[config.mk]
export PLATFORM = sky130hd
export DESIGN_NAME = ws281x_rx
export DESIGN_NICKNAME = d
export VERILOG_FILES = /design/src/rtl/ws281x_pkg.sv /design/src/rtl/ws281x_rx_sync.sv /design/src/rtl/ws281x_rx.sv
export SDC_FILE = /design/constraint.sdc
export NUM_CORES = 1
export LEC_CHECK = 0
export CAP_MARGIN = 20
export CORE_MARGIN = 1
export CORE_UTILIZATION = 36
export CTS_BUF_LIST = sky130_fd_sc_hd__clkbuf_8
export DETAILED_ROUTE_END_ITERATION = 7
export DONT_BUFFER_PORTS = 1
export PLACE_DENSITY = 0.6
export SLEW_MARGIN = 25
export SYNTH_ARGS = -nofsm -noshare
export SYNTH_HDL_FRONTEND = slang
export SYNTH_SLANG_ARGS = --single-unit
export TNS_END_PERCENT = 20
[constraint.sdc]
create_clock -name clk_in -period 2.3 [get_ports clk_in]
set_input_delay 0.46 -clock clk_in [delete_from_list [all_inputs] [get_ports clk_in]]
set_output_delay 0.46 -clock clk_in [all_outputs]
set_load 0.005 [all_outputs]
[src/rtl/ws281x_pkg.sv]
// Shared types and constants for the WS281x line blocks.
// The RX side writes pixels in the same GRB layout that the TX side reads.
package ws281x_pkg;

   localparam int PIX_W      = 24;
   localparam int DEF_ADDR_W = 6;

   typedef enum logic [1:0] {
      ST_ARM,
      ST_IDLE,
      ST_HIGH,
      ST_LOW
   } rx_state_e;

endpackage

[src/rtl/ws281x_rx_sync.sv]
// Multi-flop synchronizer for an asynchronous line input.
// Also produces single-cycle rise/fall pulses on the synchronized level.
module ws281x_rx_sync #(
   parameter int SYNC_STG = 2
) (
   input  logic clk_in,
   input  logic rst_in,
   input  logic din_in,
   output logic din_s,
   output logic rise,
   output logic fall
);

   logic [SYNC_STG-1:0] sync_q;
   logic                din_d;

   always_ff @(posedge clk_in) begin
      if (rst_in) begin
         sync_q <= '0;
         din_d  <= 1'b0;
      end else begin
         sync_q <= {sync_q[SYNC_STG-2:0], din_in};
         din_d  <= din_s;
      end
   end

   assign din_s = sync_q[SYNC_STG-1];
   assign rise  = din_s & ~din_d;
   assign fall  = ~din_s & din_d;

endmodule

[src/rtl/ws281x_rx.sv]
// WS281x single-wire receiver: times high pulses into bits, packs them MSB-first
// into 24-bit pixels and writes them to pixel RAM; a long low gap ends the frame.
module ws281x_rx
   import ws281x_pkg::*;
#(
   parameter int CNT_W    = 16,
   parameter int ADDR_W   = DEF_ADDR_W,
   parameter int SYNC_STG = 2
) (
   input  logic              clk_in,
   input  logic              rst_in,
   input  logic              din_in,
   input  logic [CNT_W-1:0]  thr_cnt_in,
   input  logic [CNT_W-1:0]  rst_cnt_in,
   output logic              wr_en_out,
   output logic [ADDR_W-1:0] wr_addr_out,
   output logic [PIX_W-1:0]  wr_data_out,
   output logic              frame_done_out,
   output logic [ADDR_W:0]   pix_cnt_out,
   output logic              err_out
);

   localparam logic [ADDR_W:0] PIX_MAX  = {1'b1, {ADDR_W{1'b0}}};
   localparam logic [4:0]      BITS_PIX = 5'(PIX_W);

   logic             din_s, rise, fall;
   rx_state_e        state, state_nxt;
   logic [CNT_W-1:0] high_cnt, low_cnt;
   logic [PIX_W-1:0] sh;
   logic [4:0]       bit_cnt;
   logic [ADDR_W:0]  pix_cnt;
   logic             bit_ev, stuck, eof, arm_done;

   ws281x_rx_sync #(.SYNC_STG(SYNC_STG)) u_sync (
      .clk_in (clk_in),
      .rst_in (rst_in),
      .din_in (din_in),
      .din_s  (din_s),
      .rise   (rise),
      .fall   (fall)
   );

   always_comb begin
      state_nxt = state;
      bit_ev    = 1'b0;
      stuck     = 1'b0;
      eof       = 1'b0;
      arm_done  = 1'b0;
      unique case (state)
         ST_ARM:
            if (!din_s && low_cnt == rst_cnt_in) begin
               arm_done  = 1'b1;
               state_nxt = ST_IDLE;
            end
         ST_IDLE:
            if (rise) state_nxt = ST_HIGH;
         ST_HIGH:
            if (fall) begin
               bit_ev    = 1'b1;
               state_nxt = ST_LOW;
            end else if (&high_cnt) begin
               stuck     = 1'b1;
               state_nxt = ST_ARM;
            end
         ST_LOW:
            if (rise) begin
               state_nxt = ST_HIGH;
            end else if (low_cnt == rst_cnt_in) begin
               eof       = 1'b1;
               state_nxt = ST_IDLE;
            end
         default: state_nxt = ST_ARM;
      endcase
   end

   always_ff @(posedge clk_in) begin
      if (rst_in) begin
         state    <= ST_ARM;
         high_cnt <= '0;
         low_cnt  <= '0;
      end else begin
         state <= state_nxt;
         if (rise && (state == ST_IDLE || state == ST_LOW))
            high_cnt <= CNT_W'(1);
         else if (state == ST_HIGH && !(&high_cnt))
            high_cnt <= high_cnt + CNT_W'(1);
         unique case (state)
            ST_ARM:  low_cnt <= din_s ? '0 : ((&low_cnt) ? low_cnt : low_cnt + CNT_W'(1));
            ST_HIGH: low_cnt <= fall ? CNT_W'(1) : '0;
            ST_LOW:  low_cnt <= (&low_cnt) ? low_cnt : low_cnt + CNT_W'(1);
            default: low_cnt <= low_cnt;
         endcase
      end
   end

   // A completed pixel is flushed the cycle after its 24th bit, while the line is low.
   always_ff @(posedge clk_in) begin
      if (rst_in) begin
         sh             <= '0;
         bit_cnt        <= '0;
         pix_cnt        <= '0;
         wr_en_out      <= 1'b0;
         wr_addr_out    <= '0;
         wr_data_out    <= '0;
         frame_done_out <= 1'b0;
         pix_cnt_out    <= '0;
         err_out        <= 1'b0;
      end else begin
         wr_en_out      <= 1'b0;
         frame_done_out <= 1'b0;
         if (bit_ev) begin
            sh      <= {sh[PIX_W-2:0], (high_cnt > thr_cnt_in)};
            bit_cnt <= bit_cnt + 5'd1;
         end else if (bit_cnt == BITS_PIX) begin
            bit_cnt <= '0;
            if (pix_cnt == PIX_MAX) begin
               err_out <= 1'b1;
            end else begin
               wr_en_out   <= 1'b1;
               wr_addr_out <= pix_cnt[ADDR_W-1:0];
               wr_data_out <= sh;
               pix_cnt     <= pix_cnt + (ADDR_W+1)'(1);
            end
         end else if (eof) begin
            if (bit_cnt != '0) err_out <= 1'b1;
            if (pix_cnt != '0) begin
               frame_done_out <= 1'b1;
               pix_cnt_out    <= pix_cnt;
            end
            pix_cnt <= '0;
            bit_cnt <= '0;
         end else if (arm_done) begin
            // re-sync after reset or stuck line: drop whatever was half-built
            pix_cnt <= '0;
            bit_cnt <= '0;
         end
         if (stuck) err_out <= 1'b1;
      end
   end

endmodule
==> impl_metrics.py <==
metrics = {
    "placed_design": {
        "gpl.final_weighted_congestion": 0.8716,
        "dpl.hpwl_um": 8760,
        "postPlaceCellArea_um2": 5514,
        "port-buffer-count": 0,
    },
    "synth": {
        "postSynthAreaPerCell_um2": 7.889,
        "most_numerous_cell_in_the_yosys_netlist": "sky130_fd_sc_hd__nand2_1",
        "synth-seq-cells": 113,
        "synth_area_in_simple_gates_pct": 25.41,
        "yosys.area_share.adder_pct": 5.454,
        "synth_enable_flop_cells": 0,
        "post_synth_most_frequent_cells": "sky130_fd_sc_hd__nand2_1, sky130_fd_sc_hd__dfxtp_1, sky130_fd_sc_hd__a21oi_1",
        "ys_dominant_reg_cell": "sky130_fd_sc_hd__dfxtp_1",
        "fraction_of_synthesis_flops_using_an_asynchronous_set_or_reset_pin_pct": 0,
        "synth.distinct_cells": 50,
        "synth.net_count": 723,
        "post-synth-top-area-fraction_pct": 43.06,
        "synth_mux_area_share_pct": 1.143,
        "synthesis.yosys.warnings": 0,
        "netlist_top_cells_area": "sky130_fd_sc_hd__dfxtp_1, sky130_fd_sc_hd__nand2_1, sky130_fd_sc_hd__a21oi_1",
        "synth_largest_area_cell": "sky130_fd_sc_hd__dfxtp_1",
        "post_synthesis_share_of_cell_area_spent_on_xor_and_xnor_gates_pct": 5.668,
        "synth.cell_area_um2": 5254,
        "synth-compound-area-share_pct": 15.08,
        "synth_top_family_by_area": "simple AND/OR/NAND/NOR gates",
        "synthesis.instances": 666,
        "synth.yosys.seq_area_share_pct": 43.06,
    },
    "clock_network": {
        "cts.sinks": 113,
        "clock_transition_time_at_the_flip_flop_clock_pins_of_the_worst_setup_and_hold_paths_ns": 0.07,
        "holdBufCountCts": 0,
        "clock_latency_ns": 0.43,
        "cts_made_buffers": 17,
        "clock_tree_from_tritoncts": "built",
        "cts.repair.resized": 0,
        "cts.path.max_buffers": 2,
        "postCtsSetupBuffers": 0,
        "cts.htree.levels": 4,
        "cts_root_buf": "sky130_fd_sc_hd__clkbuf_8",
    },
    "critical_path": {
        "timing.critical_path.buf_inv": 0,
        "cpLargestDelayFamily": "simple AND/OR/NAND/NOR gates",
        "critical_path_required_ns": 2.63,
        "crit_path_top_delay_cell": "sky130_fd_sc_hd__or4_1",
        "critPathCaptureType": "flip-flop",
        "worst-path-stages": 5,
        "crit_path_cell_trace": "and4_4, nand2_4, or4_1, maj3_2, o221a_1",
        "worst_setup_path_start_kind": "flip-flop",
        "timing.reg2reg.worst_path_depth": 5,
        "timing.critical_path.arrival_ns": 2.45,
        "timing.setup.critical_path_class": "reg -> reg",
        "critPathMaxFanout": 7,
        "critical_path.max_stage_delay_ns": 0.67,
    },
    "sta": {
        "setup-tns-final_ns": 0,
        "finalHoldViolations": 0,
        "rsz0062_at_grt": "false",
        "layout_worst_path_cycle_share_pct": 92.10,
        "max_slew_margin_pct": 56.91,
        "finalClockSkew_ns": 0.005744,
        "max_freq_mhz": 472.1,
        "tmin_final_ns": 2.118,
        "max_slew.worst_pin.slew_ns": 0.6434,
        "setup_violations": 0,
        "final-max-slew-violation-count": 0,
    },
    "global_route": {
        "grt_overflow": 0,
        "grt_start_max_net_pins": 89,
        "grt_pass1_vias": 4291,
        "grt_pass1_wl_um": 20330,
        "antenna_found_initial": 0,
        "groute.usage.overall_pct": 17.52,
    },
    "routing": {
        "wire_per_inst_um": 14.33,
        "drt_wl_total_um": 12410,
        "drt-pass1-iter-count": 4,
        "detail_route.drc_violations": 0,
        "route.detailed.vias_per_inst": 5.276,
        "drtIter0Drc": 298,
        "drtAntennaViolNets": 0,
        "dr_total_vias": 4569,
    },
    "finish": {
        "multi_input_logic_area_um2": 2771,
        "flow.area_growth_from_synthesis_pct": 13.93,
        "nFillCells": 1439,
        "finished_layout_cell_area_um2": 5986,
        "final_net_count": 731,
        "insertedDiodeCount": 0,
        "drive_gt1_share_pct": 8.601,
        "final-seq-area_um2": 2262,
    },
    "floorplan": {
        "vertical_die_dimension_um": 122.8,
        "num_rows": 43,
        "die_area_um2": 15080,
        "io-pin-count": 75,
        "floorplan.die.width_um": 122.8,
        "start_util_pct": 37.41,
        "coreArea_um2": 14040,
    },
    "min_path": {
        "min-delay-path-class": "in -> reg",
        "min_path_cells": 1,
    },
    "status": {
        "status": "completed",
    },
    "power": {
        "power.ir.vdd_worst_mv": 0.4301,
        "overall_power_consumption_mw": 4.245,
        "p_per_area_nw_per_um2": 709.2,
        "power.static_leakage_nw": 2.180,
    },
    "flow_run": {
        "cap_viol_max_count": 0,
    },
}
per-stage QoR:
step / instances / util (%) / hold WS, ns / setup WS [ns]
global route: 866 / 42.63 / 0.04151 / 0.03208
finish: 866 / 42.63 / 0.08838 / 0.1817
floorplan: 666 / - / 0.4138 / 0.2774
detailed placement: 835 / 39.27 / 0.4347 / 0.2030
global placement: 835 / 39.27 / 0.4296 / 0.2412
CTS: 866 / 42.63 / 0.04708 / 0.1927
sequential cells by signal, summed over array words and instances, names as in the netlist:
| signal | count |
|---|---|
| sh | 24 |
| pix_cnt_out | 7 |
| frame_done_out | 1 |
| pix_cnt | 7 |
| wr_en_out | 1 |
| err_out | 1 |
| u_sync.sync_q | 2 |
| state | 2 |
| u_sync.din_d | 1 |
| wr_data_out | 24 |
| low_cnt | 16 |
| high_cnt | 16 |
| wr_addr_out | 6 |
| bit_cnt | 5 |
cells by family after synthesis:
| kind of cell | Yosys count |
|---|---|
| muxes | 6 |
| adders and majority gates | 23 |
| DFF | 113 |
| buffers and inverters | 58 |
| xor gates and xnor gates | 34 |
| and+or+nand+nor | 296 |
| AOI/OAI and AO/OA | 136 |
worst paths after layout:
path	from	slack [ns]	to
min reg2reg	u_sync.sync_q[0]	0.45	u_sync.sync_q[1]
min	rst_in	0.09	wr_data_out[22]
max	low_cnt[5]	0.18	low_cnt[0]
max reg2reg	low_cnt[5]	0.18	low_cnt[0]
layout make-up:
cell class                      count  area share (%)
Multi-Input combinational cell    495           46.30
Sequential cell                   113           37.79
Clock buffer                       21           4.829
Tap cell                          180           3.763
Clock inverter                     10           3.052
Timing Repair Buffer               21           2.634
Inverter                           26           1.630
worst register-to-register path, cell delays in order (launching register included):
cell and delay (ns):
sky130_fd_sc_hd__dfxtp_1 0.41, sky130_fd_sc_hd__and4_4 0.29, sky130_fd_sc_hd__nand2_4 0.08, sky130_fd_sc_hd__or4_1 0.67, sky130_fd_sc_hd__maj3_2 0.35, sky130_fd_sc_hd__o221a_1 0.21
placed cells by master (no fill, tap or decap), types with 3 or more instances in the layout:
cell and n:
sky130_fd_sc_hd__nand2_1 136, sky130_fd_sc_hd__nand2b_1 3, sky130_fd_sc_hd__nor3_1 17, sky130_fd_sc_hd__a21o_1 4, sky130_fd_sc_hd__nand3_1 21, sky130_fd_sc_hd__a21oi_1 81
sky130_fd_sc_hd__dfxtp_1 113, sky130_fd_sc_hd__inv_1 28, sky130_fd_sc_hd__a41oi_1 4, sky130_fd_sc_hd__a211oi_1 4, sky130_fd_sc_hd__bufinv_16 5, sky130_fd_sc_hd__or3_1 3
sky130_fd_sc_hd__a31oi_1 3, sky130_fd_sc_hd__a311oi_1 4, sky130_fd_sc_hd__xnor2_1 27, sky130_fd_sc_hd__ha_1 22, sky130_fd_sc_hd__nor2_1 66, sky130_fd_sc_hd__o21ai_0 18
sky130_fd_sc_hd__nand4_1 20, sky130_fd_sc_hd__and3_1 5, sky130_fd_sc_hd__nor2b_1 11, sky130_fd_sc_hd__clkbuf_8 21, sky130_fd_sc_hd__o21a_1 5, sky130_fd_sc_hd__buf_4 21
sky130_fd_sc_hd__mux2i_1 6, sky130_fd_sc_hd__xor2_1 7
layer usage:
metal / part of all wire [%] / global-route usage (%)
met3: 6.5 / 7.203
met5: 0 / 0
met1: 45 / 21.42
met2: 46 / 27.00
met4: 1.7 / 7.393
report_power, final:
| group | internal [mW] | switching (mW) | leakage, nW |
|---|---|---|---|
| combinational | 0.0397 | 0.0476 | 1.03 |
| sequential | 1.96 | 0.00824 | 0.911 |
| clock | 1.40 | 0.791 | 0.241 |
(Power assumes the default switching activity.)
